==> src/rtl/epsilon_sched_if.sv <==
// Requester-side bundle of the epsilon scheduler.
// Level requests in, one-hot sample strobe plus shared data out.
interface epsilon_sched_if #(
    parameter int NUM_REQ = 4,
    parameter int EPS_W   = 21
);
    logic [NUM_REQ-1:0] req;
    logic [NUM_REQ-1:0] eps_valid;
    logic [EPS_W-1:0]   eps_data;
    logic               ready;

    modport master (
        input  req,
        output eps_valid,
        output eps_data,
        output ready
    );

    modport slave (
        output req,
        input  eps_valid,
        input  eps_data,
        input  ready
    );
endinterface

==> src/rtl/epsilon_sched.sv <==
// Owns the shared epsilon PRNG: seed/warm-up sequencing, round-robin
// sharing among requesters and periodic stepped reseeding.
module epsilon_sched #(
    parameter int         NUM_REQ       = 4,
    parameter int         EPS_W         = 21,
    parameter int         WARMUP        = 3,
    parameter int         RESEED_PERIOD = 64,
    parameter logic [4:0] SEED_STEP     = 5'd7
) (
    input  logic             clk,
    input  logic             rst,
    input  logic             start,
    input  logic             reseed,
    input  logic [4:0]       seed_in,
    epsilon_sched_if.master  bus,
    output logic             prng_rst,
    output logic [4:0]       prng_seed,
    input  logic [EPS_W-1:0] prng_rand,
    output logic [7:0]       reseed_cnt
);
    localparam int PW = $clog2(NUM_REQ);
    localparam int CW = 16;

    typedef enum logic [1:0] {
        IDLE,
        LOAD,
        WARM,
        SERVE
    } state_t;

    state_t             state_q, state_d;
    logic [4:0]         seed_q, seed_d;
    logic [CW-1:0]      cnt_q, cnt_d;
    logic [7:0]         rcnt_q, rcnt_d;
    logic [3:0]         warm_q, warm_d;
    logic [PW-1:0]      ptr_q, ptr_d;
    logic [PW-1:0]      win, idx;
    logic [NUM_REQ-1:0] valid_q, valid_d, elig;
    logic [EPS_W-1:0]   data_q, data_d;
    logic               grant, hit, prst_d;

    always_comb begin
        // a requester strobed this cycle sits out one round
        elig  = bus.req & ~valid_q;
        grant = 1'b0;
        win   = '0;
        idx   = '0;
        for (int i = 0; i < NUM_REQ; i++) begin
            idx = PW'((int'(ptr_q) + i) % NUM_REQ);
            if (!grant && elig[idx]) begin
                grant = 1'b1;
                win   = idx;
            end
        end
        if (state_q != SERVE) grant = 1'b0;
        hit = grant && (RESEED_PERIOD != 0)
            && (int'(cnt_q) == RESEED_PERIOD - 1);

        state_d = state_q;
        seed_d  = seed_q;
        cnt_d   = cnt_q;
        rcnt_d  = rcnt_q;
        warm_d  = warm_q;
        ptr_d   = ptr_q;
        valid_d = '0;
        data_d  = data_q;

        if (grant) begin
            valid_d[win] = 1'b1;
            data_d       = prng_rand;
            ptr_d        = PW'((int'(win) + 1) % NUM_REQ);
            cnt_d        = cnt_q + 1'b1;
        end

        unique case (state_q)
            IDLE: ;
            LOAD: begin
                state_d = WARM;
                warm_d  = '0;
            end
            WARM: begin
                if (warm_q == 4'(WARMUP - 1)) state_d = SERVE;
                else warm_d = warm_q + 1'b1;
            end
            SERVE: begin
                if (hit || reseed) begin
                    seed_d  = seed_q + SEED_STEP;
                    cnt_d   = '0;
                    rcnt_d  = rcnt_q + 1'b1;
                    state_d = LOAD;
                end
            end
            default: ;
        endcase

        // an explicit start overrides any pending reseed
        if (start) begin
            seed_d  = seed_in;
            cnt_d   = '0;
            rcnt_d  = rcnt_q;
            state_d = LOAD;
        end

        prst_d = (state_d == IDLE) || (state_d == LOAD);
    end

    always_ff @(posedge clk or negedge rst) begin
        if (!rst) begin
            state_q  <= IDLE;
            seed_q   <= '0;
            cnt_q    <= '0;
            rcnt_q   <= '0;
            warm_q   <= '0;
            ptr_q    <= '0;
            valid_q  <= '0;
            data_q   <= '0;
            prng_rst <= 1'b1;
        end else begin
            state_q  <= state_d;
            seed_q   <= seed_d;
            cnt_q    <= cnt_d;
            rcnt_q   <= rcnt_d;
            warm_q   <= warm_d;
            ptr_q    <= ptr_d;
            valid_q  <= valid_d;
            data_q   <= data_d;
            prng_rst <= prst_d;
        end
    end

    assign bus.eps_valid = valid_q;
    assign bus.eps_data  = data_q;
    assign bus.ready     = (state_q == SERVE);
    assign prng_seed     = seed_q;
    assign reseed_cnt    = rcnt_q;
endmodule

==> src/flat_wrapper.sv <==
// flat-port wrapper written by rule: the top's interface ports become plain ports
module epsilon_sched_flat 
#(
    parameter int         NUM_REQ       = 4,
    parameter int         EPS_W         = 21,
    parameter int         WARMUP        = 3,
    parameter int         RESEED_PERIOD = 64,
    parameter logic [4:0] SEED_STEP     = 5'd7
)
  (clk, rst, start, reseed, seed_in, prng_rst, prng_seed, prng_rand, reseed_cnt, bus_req, bus_eps_valid, bus_eps_data, bus_ready);
  epsilon_sched_if #(.NUM_REQ(NUM_REQ), .EPS_W(EPS_W)) bus_i ();
  input  logic clk;
  input  logic rst;
  input  logic start;
  input  logic reseed;
  input  logic [4:0] seed_in;
  output logic prng_rst;
  output logic [4:0] prng_seed;
  input  logic [EPS_W-1:0] prng_rand;
  output logic [7:0] reseed_cnt;
  input wire logic [$bits(bus_i.req)-1:0] bus_req;
  output wire logic [$bits(bus_i.eps_valid)-1:0] bus_eps_valid;
  output wire logic [$bits(bus_i.eps_data)-1:0] bus_eps_data;
  output wire logic [$bits(bus_i.ready)-1:0] bus_ready;
  assign bus_i.req = bus_req;
  assign bus_eps_valid = bus_i.eps_valid;
  assign bus_eps_data = bus_i.eps_data;
  assign bus_ready = bus_i.ready;
  epsilon_sched #(.NUM_REQ(NUM_REQ), .EPS_W(EPS_W), .WARMUP(WARMUP), .RESEED_PERIOD(RESEED_PERIOD), .SEED_STEP(SEED_STEP)) u_core (.clk(clk), .rst(rst), .start(start), .reseed(reseed), .seed_in(seed_in), .bus(bus_i), .prng_rst(prng_rst), .prng_seed(prng_seed), .prng_rand(prng_rand), .reseed_cnt(reseed_cnt));
endmodule
==> config.mk <==
export PLATFORM = sky130hd
export DESIGN_NAME = epsilon_sched_flat
export DESIGN_NICKNAME = d
export VERILOG_FILES = /design/src/rtl/epsilon_sched_if.sv /design/src/rtl/epsilon_sched.sv /design/src/flat_wrapper.sv
export SDC_FILE = /design/constraint.sdc
export NUM_CORES = 1
export LEC_CHECK = 0
export CORE_ASPECT_RATIO = 1.25
export CORE_MARGIN = 2
export CORE_UTILIZATION = 25
export DETAILED_ROUTE_END_ITERATION = 7
export GPL_TIMING_DRIVEN = 0
export MAX_ROUTING_LAYER = met4
export PLACE_DENSITY = 0.58
export SLEW_MARGIN = 5
export SYNTH_ARGS = -nofsm -noshare
export SYNTH_HDL_FRONTEND = slang
export SYNTH_SLANG_ARGS = --single-unit
==> constraint.sdc <==
create_clock -name clk -period 2.1 [get_ports clk]
set_clock_uncertainty 0.1 [all_clocks]
set_input_delay 0.42 -clock clk [delete_from_list [all_inputs] [get_ports clk]]
set_output_delay 0.42 -clock clk [all_outputs]
set_load 0.02 [all_outputs]
==> flow_metrics.env, run 1 <==
export IMPL_synth_area_sq_mm=0.00304
export IMPL_place_hpwl_um=4990
export IMPL_switching_share=0.300
export IMPL_cts_max_path_buffers=2
export IMPL_fin_crit_ps=2080
export IMPL_reg2reg_depth=6
export IMPL_yosys_area_top_type="dfrtp_1"
export IMPL_cts_sinks=63
export IMPL_io_pins=74
export IMPL_synthFlopType="dfrtp_1"
export IMPL_crit_type="input pin to flop"
export IMPL_dp_cells=548
export IMPL_antenna_found_initial=0
export IMPL_rr_startpoint="u_core.cnt_q[9]"
export IMPL_rrSetupSlack_ps=50
export IMPL_wire_per_inst_um=12.5
export IMPL_track_usage=0.119
export IMPL_fin_nets=443
export IMPL_ys_ff_latch=63
export IMPL_setup_violations_final=0
export IMPL_nFillCells=1190
export IMPL_die_width_um=103
export IMPL_place_area_sq_mm=0.00396
export IMPL_p_leak_nw=2.00
export IMPL_startpoint="bus_req[1]"
export IMPL_rr_endpoint="u_core.reseed_cnt[1]"
export IMPL_portBuffers=72
export IMPL_first_pass_iters=4
export IMPL_cp_max_fo=4
export IMPL_seq_area_frac_synth=0.520
export IMPL_drtIter0Drc=75
export IMPL_antenna_left=0
export IMPL_viasPerCell=4.33
export IMPL_fp_dieArea_sq_mm=0.0130
export IMPL_diodes=0
export IMPL_slew_headroom=0.467
export IMPL_synth_area_per_cell_sq_um=9.73
export IMPL_clk_latency_ps=320
export IMPL_hold_violations=0
export IMPL_combPwrFrac=0.262
export IMPL_maxSlewViolCount=0
export IMPL_stdcell_count=569
export IMPL_finalSetupTns_ps=0
export IMPL_rsz0062_at_grt="true"
export IMPL_std_cell_rows=45
export IMPL_fin_util=0.364
export IMPL_syn2layout_area_growth_pct=43.9
export IMPL_fin_crit_sh=0.992
export IMPL_die_h_um=127
export IMPL_powerDensity_mw_per_mm2=930
export IMPL_ir_drop_mv=0.328
export IMPL_design_area_sq_mm=0.00437
export IMPL_p_sw_w=0.00122
export IMPL_start_kind="input pin"
export IMPL_path_clk_slew_ps=60
export IMPL_core_area_sq_mm=0.0120
export IMPL_syn_nets=355
export IMPL_end_kind="flop"
export IMPL_grt_overflow_total=0
export IMPL_cts_tree="done"
export IMPL_synth_edf_count=0
export IMPL_status="finished, final reports clean"
export IMPL_drive_gt1_frac=0.126
export IMPL_num_vias=2465
export IMPL_yosysTopAreaCellShare=0.511
export IMPL_synth_distinct_cells=44
export IMPL_max_cap_viol_count=0
export IMPL_power_w=0.00406
export IMPL_h_tree_depth=3
export IMPL_grt_pass1_vias=2434
export IMPL_ys_top_cells_by_count="nand2_1 (80), dfrtp_1 (62), nor2_1 (26), xor2_1 (15)"
export IMPL_grt_pass1_wl_um=11800
export IMPL_p_int_w=0.00284
export IMPL_start_util=0.253
export IMPL_cp_arrival_ps=2220
export IMPL_root_buffer="clkbuf_16"
export IMPL_grt_max_degree=64
export IMPL_drc=0
export IMPL_cts_made_buffers=9
export IMPL_required_ps=2230
export IMPL_p_clk_frac=0.359
export IMPL_worst_pin_slew_ps=799
export IMPL_hold_path_class="input pin to asynchronous set/reset pin"
export IMPL_drt_total_wl_um=7120
export IMPL_synth_area_top_cells="dfrtp_1 (51%), nand2_1 (9.9%), xor2_1 (4.3%), ha_1 (3.7%), nor2_1 (3.2%)"
export IMPL_synthArstFlopShare=1.00
export IMPL_yosys_warnings=0
export IMPL_netlist_instances=312
export IMPL_gp_congestion=0.823
export IMPL_max_freq_ghz=0.480
export IMPL_yosysMostFrequentCell="nand2_1"
export IMPL_cp_endpoint="u_core.prng_seed[1]"
export IMPL_sequentialPowerShare=0.379
==> critical path: stages <==
cell             delay [ps]
clkdlybuf4s50_1         470
and2b_1                 240
o41ai_4                 110
o31ai_1                 430
mux2_2                  380
o21ai_0                 150
==> how the worst min path moves through the flow <==
stage                              start                endpoint  slack [ps]  depth (start not counted)
floorplan                            rst  u_core.bus.eps_data[0]          20                          0
global placement    u_core.reseed_cnt[7]    u_core.reseed_cnt[7]         360                          1
detailed placement  u_core.reseed_cnt[7]    u_core.reseed_cnt[7]         360                          1
CTS                                  rst    u_core.reseed_cnt[7]         120                          1
global route                         rst    u_core.reseed_cnt[7]         160                          1
finish                               rst    u_core.reseed_cnt[7]          70                          1
==> cell usage in the layout, fill, tap and decap left out, types with 7 or more instances in the layout <==
master           count
inv_1               11
xnor2_1              8
xor2_1              15
nand2_1             79
dfrtp_1             61
nor2_1              25
clkbuf_16            9
clkdlybuf4s50_1     69
buf_4                7
a21oi_1              9
nor3_1               8
o21ai_0             10
ha_1                 9
==> power groups by stage <==
stage / Clock (W) / Sequential (W) / Combinational, W
final: 0.00146 / 0.00154 / 0.00106
after global routing: 0.00156 / 0.00157 / 0.00116
after CTS: 0.00149 / 0.00154 / 0.00106
after detailed placement: 0 / 0.00156 / 0.00105
after global placement: 0 / 0.00155 / 0.00103
after floorplan: 0 / 0.00173 / 0.000355
==> flip-flops by register name (all words and copies together) (netlist names) <==
| name | cells |
|---|---|
| u_core.bus.eps_data | 21 |
| u_core.cnt_q | 16 |
| u_core.reseed_cnt | 8 |
| u_core.prng_seed | 5 |
| u_core.bus.eps_valid | 4 |
| u_core.warm_q | 4 |
| u_core.ptr_q | 2 |
| u_core.state_q | 2 |
| u_core.prng_rst | 1 |
==> layer usage <==
layer  GRT usage  up-vias  part of all wire
met1       0.133     1207              0.42
met5           -        -                 0
met2       0.201       30              0.54
met4      0.0541        0             0.014
li1            -     1222                 -
met3      0.0246        6             0.025
==> through the flow <==
step / setup WS, ps / hold slack, ps
after floorplan: 10.2 / 24.4
after global placement: -1680 / 357
after detailed placement: -571 / 357
after CTS: -37.6 / 118
after global routing: -96.6 / 160
final: 16.4 / 73.1
==> layout make-up <==
| class | count | area, sq um | area share |
|---|---|---|---|
| inverters | 12 | 45.0 | 0.0103 |
| clock buffers | 12 | 246 | 0.0564 |
| multi-input cells | 227 | 1420 | 0.325 |
| plain buffers | 10 | 71.3 | 0.0163 |
| repair buffers | 77 | 757 | 0.173 |
| flip-flops and latches | 63 | 1580 | 0.361 |
| clock inverters | 4 | 45.0 | 0.0103 |
| well taps | 164 | 205 | 0.0470 |
==> cells by family (layout without fill, tap and decap cells) <==
group | Yosys count | in the layout | share of synthesized area
flip-flops | 63 | 63 | 0.520
AO/OA/AOI/OAI | 33 | 33 | 0.0758
XOR/XNOR | 23 | 23 | 0.0663
multiplexers | 3 | 3 | 0.0107
AND/OR/NAND/NOR | 159 | 159 | 0.258
buffers and inverters | 22 | 115 | 0.0321
adder cells (fa/ha/maj) | 9 | 9 | 0.0371
==> repair_timing <==
item / 4_1_cts / 5_1_grt
hold buffers: 0 / 0
cloned: 0 / 0
resized for setup: 9 / 18
buffers inserted: 1 / 4
pin swaps: 5 / 3
setup endpoints to repair: 47 / 40
Note: power is estimated with default switching activity, not from simulation.
==> run 2, diff against run 1 <==
--- a/config.mk
+++ b/config.mk
@@ -5,6 +5,7 @@
 export SDC_FILE = /design/constraint.sdc
 export NUM_CORES = 1
 export LEC_CHECK = 0
+export CAP_MARGIN = 20
 export CORE_ASPECT_RATIO = 1.25
 export CORE_MARGIN = 2
 export CORE_UTILIZATION = 25
@@ -16,3 +17,4 @@
 export SYNTH_ARGS = -nofsm -noshare
 export SYNTH_HDL_FRONTEND = slang
 export SYNTH_SLANG_ARGS = --single-unit
+export TNS_END_PERCENT = 20
==> run 2 against run 1 <==
Count of clock-buffer cells in the layout is the same. The run now ends with setup timing left. Flip-flop and latch count is the same. Largest power group unchanged. Via count grew 2.4%. Global-route usage is essentially flat. Clock power is essentially flat. Worst setup slack lost 30 ps.
==> flow_metrics.env, run 2 (synthesis gave the netlist of run 1 again) <==
export IMPL_cts_max_path_buffers=2
export IMPL_hold_path_class="input pin to asynchronous set/reset pin"
export IMPL_max_freq_ghz=0.473
export IMPL_end_kind="flop"
export IMPL_worst_pin_slew_ps=797
export IMPL_die_width_um=103
export IMPL_hold_violations=0
export IMPL_cts_sinks=63
export IMPL_reg2reg_depth=7
export IMPL_setup_slack_ps=-13.7
export IMPL_num_vias=2524
export IMPL_io_pins=74
export IMPL_rr_startpoint="u_core.state_q[0]"
export IMPL_start_kind="flop"
export IMPL_required_ps=2240
export IMPL_core_area_sq_mm=0.0120
export IMPL_fp_dieArea_sq_mm=0.0130
export IMPL_powerDensity_mw_per_mm2=915
export IMPL_dp_slack_ps=-571
export IMPL_place_hpwl_um=4990
export IMPL_cts_made_buffers=9
export IMPL_viasPerCell=4.40
export IMPL_most_common_layout_cells="nand2_1 (79), clkdlybuf4s50_1 (66), dfrtp_1 (60), nor2_1 (25), xor2_1 (15)"
export IMPL_cp_arrival_ps=2250
export IMPL_grt_max_degree=64
export IMPL_dp_cells=548
export IMPL_regArea_sq_mm=0.00158
export IMPL_h_tree_depth=3
export IMPL_drive_gt1_frac=0.147
export IMPL_rsz0062_at_grt="true"
export IMPL_first_pass_iters=4
export IMPL_slew_headroom=0.469
export IMPL_antenna_found_initial=0
export IMPL_die_h_um=127
export IMPL_cts_tree="done"
export IMPL_path_clk_slew_ps=60
export IMPL_grt_overflow_total=0
export IMPL_clk_latency_ps=330
export IMPL_violations="setup timing"
export IMPL_wire_per_inst_um=12.7
export IMPL_start_util=0.253
export IMPL_syn2layout_area_growth_pct=46.6
export IMPL_crit_type="flop to flop"
export IMPL_largest_register_ffs=21
export IMPL_status="complete, but fails checks"
export IMPL_drtIter0Drc=104
export IMPL_root_buffer="clkbuf_16"
export IMPL_grt_pass1_wl_um=11700
export IMPL_fin_crit_ps=2110
export IMPL_nFillCells=1180
export IMPL_grt_pass1_vias=2431
export IMPL_ir_drop_mv=0.329
export IMPL_finalSetupTns_ps=-13.7
export IMPL_antenna_left=0
export IMPL_rrSetupSlack_ps=-10
export IMPL_p_leak_nw=2.06
export IMPL_max_cap_viol_count=0
export IMPL_maxSlewViolCount=0
export IMPL_multi_input_area_sq_mm=0.00144
export IMPL_drc=0
export IMPL_fin_nets=447
export IMPL_setup_violations_final=1
export IMPL_rr_endpoint="u_core.prng_seed[3]"
export IMPL_cts_hold_buf=0
export IMPL_std_cell_rows=45
export IMPL_track_usage=0.118
export IMPL_cp_max_fo=10
export IMPL_fin_crit_sh=1.01
export IMPL_portBuffers=72
export IMPL_final_common_cell="nand2_1"
export IMPL_diodes=0
export IMPL_gp_congestion=0.823
export IMPL_stdcell_count=573
export IMPL_drt_total_wl_um=7280
run 2: worst max path at each step:
stage                            start  slack, ps                 endpoint  depth (start not counted)
2_1_floorplan  u_core.bus.eps_valid[0]         10     u_core.reseed_cnt[1]                          6
3_3_place_gp                       rst      -1680  u_core.bus.eps_data[14]                          1
3_5_place_dp                bus_req[0]       -570     u_core.reseed_cnt[1]                          7
4_1_cts                     bus_req[0]        -40      u_core.prng_seed[1]                          6
5_1_grt                u_core.cnt_q[9]       -110      u_core.prng_seed[3]                          6
6_report             u_core.state_q[0]        -10      u_core.prng_seed[3]                          7
run 2: layout make-up:
type	instances	area share
Multi-Input combinational cell	227	0.324
Clock inverter	4	0.0101
Tap cell	164	0.0461
Clock buffer	12	0.0554
Buffer	10	0.0163
Inverter	12	0.0101
Timing Repair Buffer	81	0.183
Sequential cell	63	0.355
run 2: metal layers:
layer	vias to the layer above	part of all wire	routed length, um	GRT usage
met3	8	0.034	247	0.0246
met2	42	0.53	3860	0.201
li1	1231	-	-	-
met5	-	0	0	-
met4	0	0.014	105	0.0541
met1	1243	0.42	3070	0.132
run 2: through the flow:
stage / area (sq um) / hold WS (ps) / total power, W / util
2_1_floorplan: 3040 / 24.4 / 0.00208 / -
3_3_place_gp: 3970 / 357 / 0.00258 / 0.331
3_5_place_dp: 3960 / 357 / 0.00261 / 0.330
4_1_cts: 4290 / 118 / 0.00410 / 0.358
5_1_grt: 4450 / 159 / 0.00431 / 0.371
6_report: 4450 / 71.0 / 0.00407 / 0.371
run 2: report_power, final:
part / leakage (nW) / internal (W) / total, W / switching [W]
Clock: 0.146 / 0.000945 / 0.00146 / 0.000513
Sequential: 0.814 / 0.00140 / 0.00154 / 0.000143
Combinational: 1.10 / 0.000509 / 0.00107 / 0.000565
Total: 2.06 / 0.00285 / 0.00407 / 0.00122
run 2: critical path, stage by stage (launching register included):
cell     delay [ps]
dfrtp_1         320
buf_4           150
and2_2          240
o41ai_4         130
o31a_4          420
buf_6           130
or3_1           370
a31oi_1         170
run 2: timing repair:
action / in CTS / in global routing
endpoints found under the hold margin: 0 / 0
buffers inserted: 1 / 7
resized for setup: 9 / 25
pin swaps: 2 / 11
endpoints found under the setup margin: 47 / 40
cloned: 0 / 1
==> run 3, diff against run 2 <==
--- a/config.mk
+++ b/config.mk
@@ -11,6 +11,7 @@
 export CORE_UTILIZATION = 25
 export DETAILED_ROUTE_END_ITERATION = 7
 export GPL_TIMING_DRIVEN = 0
+export HOLD_SLACK_MARGIN = 0.15
 export MAX_ROUTING_LAYER = met4
 export PLACE_DENSITY = 0.58
 export SLEW_MARGIN = 5
==> run 3 against run 2 <==
The flow still finishes with violations (setup timing). Clock power hardly changed. Wire length grew 0.23%. Combinational power hardly changed. Worst setup slack better by 2.0 ps. Design area rose by 0.22%. Non-clock buffer count is 1 higher. Register-to-register slack is essentially flat. Utilization rose by 0.083 points. Power is essentially flat. Critical endpoint unchanged.
==> flow_metrics.env, run 3 (synthesis gave the netlist of run 1 again) <==
export IMPL_status="complete, but fails checks"
export IMPL_violations="setup timing"
export IMPL_start_util=0.253
export IMPL_power_w=0.00408
export IMPL_cts_max_path_buffers=2
export IMPL_grt_pass1_vias=2436
export IMPL_drc=0
export IMPL_viasPerCell=4.40
export IMPL_dp_slack_ps=-571
export IMPL_powerDensity_mw_per_mm2=914
export IMPL_design_area_sq_mm=0.00446
export IMPL_root_buffer="clkbuf_16"
export IMPL_cts_sinks=63
export IMPL_fin_crit_sh=1.01
export IMPL_antenna_left=0
export IMPL_core_area_sq_mm=0.0120
export IMPL_track_usage=0.119
export IMPL_grt_overflow_total=0
export IMPL_portBuffers=72
export IMPL_first_pass_iters=5
export IMPL_finalSetupTns_ps=-11.6
export IMPL_maxSlewViolCount=0
export IMPL_rsz0062_at_grt="true"
export IMPL_start_kind="flop"
export IMPL_end_kind="flop"
export IMPL_diodes=0
export IMPL_syn2layout_area_growth_pct=46.9
export IMPL_setup_violations_final=1
export IMPL_p_leak_nw=2.06
export IMPL_cts_tree="done"
export IMPL_fp_dieArea_sq_mm=0.0130
export IMPL_drt_total_wl_um=7300
export IMPL_io_pins=74
export IMPL_hold_violations=0
export IMPL_drtIter0Drc=115
export IMPL_slew_headroom=0.468
export IMPL_hold_ws_ps=361
export IMPL_most_common_layout_cells="nand2_1 (79), clkdlybuf4s50_1 (66), dfrtp_1 (60), nor2_1 (25), xor2_1 (15)"
export IMPL_final_common_cell="nand2_1"
export IMPL_gp_congestion=0.823
export IMPL_max_freq_ghz=0.474
export IMPL_cp_max_fo=4
export IMPL_wire_per_inst_um=12.7
export IMPL_die_h_um=127
export IMPL_fin_nets=448
export IMPL_grt_max_degree=64
export IMPL_cp_arrival_ps=2250
export IMPL_required_ps=2240
export IMPL_cts_made_buffers=9
export IMPL_std_cell_rows=45
export IMPL_h_tree_depth=3
export IMPL_fin_crit_ps=2110
export IMPL_ir_drop_mv=0.328
export IMPL_place_area_sq_mm=0.00396
export IMPL_drive_gt1_frac=0.146
export IMPL_hold_path_class="flop to flop"
export IMPL_crit_type="flop to flop"
export IMPL_path_clk_slew_ps=60
export IMPL_clk_latency_ps=330
export IMPL_largest_register_ffs=21
export IMPL_worst_pin_slew_ps=799
export IMPL_place_hpwl_um=4990
export IMPL_max_cap_viol_count=0
export IMPL_num_vias=2528
export IMPL_die_width_um=103
export IMPL_antenna_found_initial=0
export IMPL_setup_slack_ps=-11.6
export IMPL_grt_pass1_wl_um=11800
==> run 3: layer usage <==
metal	share of wire	global-route usage	routed length [um]
met2	0.53	0.201	3880
met1	0.42	0.132	3100
met3	0.030	0.0246	219
met5	0	-	0
met4	0.014	0.0541	104
==> run 3: what timing repair did <==
| item | CTS | global route |
|---|---|---|
| setup buffers | 1 | 7 |
| hold buffers | 1 | 0 |
| endpoints found under the setup margin | 47 | 40 |
| gates resized for setup | 9 | 25 |
| hold endpoints to repair | 62 | 0 |
| cloned | 0 | 1 |
| pin swaps | 2 | 11 |
==> run 3: report_power, final <==
part | internal [W] | leakage (nW) | total [W] | switching [W]
clock | 0.000945 | 0.146 | 0.00146 | 0.000514
sequential | 0.00140 | 0.814 | 0.00154 | 0.000143
combinational | 0.000510 | 1.10 | 0.00108 | 0.000566
==> run 3: metrics by stage <==
stage	instances	util
2_1_floorplan	312	-
3_3_place_gp	548	0.331
3_5_place_dp	548	0.330
4_1_cts	566	0.358
5_1_grt	574	0.372
6_report	574	0.372
==> run 3: worst paths after layout <==
kind / from / to / slack (ps) / cells after the start
setup / recovery: u_core.cnt_q[13] / u_core.prng_seed[3] / -10 / 6
hold / removal: u_core.reseed_cnt[7] / u_core.reseed_cnt[7] / 360 / 1
setup reg to reg: u_core.cnt_q[13] / u_core.prng_seed[3] / -10 / 6
hold reg to reg: u_core.reseed_cnt[7] / u_core.reseed_cnt[7] / 360 / 1
max in group asynchronous: rst / u_core.cnt_q[6] / 700 / 2
min in group asynchronous: rst / u_core.reseed_cnt[7] / 610 / 2
==> run 3: final cells by class <==
cell class / count / area, sq um
fill: 1179 / 7530
sequential: 63 / 1580
multi-input combinational: 227 / 1440
timing repair buffer: 82 / 826
clock buffer: 12 / 246
tap: 164 / 205
buffer: 10 / 72.6
clock inverter: 4 / 45.0
inverter: 12 / 45.0
==> run 3: critical path, cell delays in order (launching register included) <==
cell and delay (ps):
dfrtp_1 420, nor4_4 300, nand3_2 130, o31a_4 400
buf_6 130, or3_1 360, a31oi_1 170
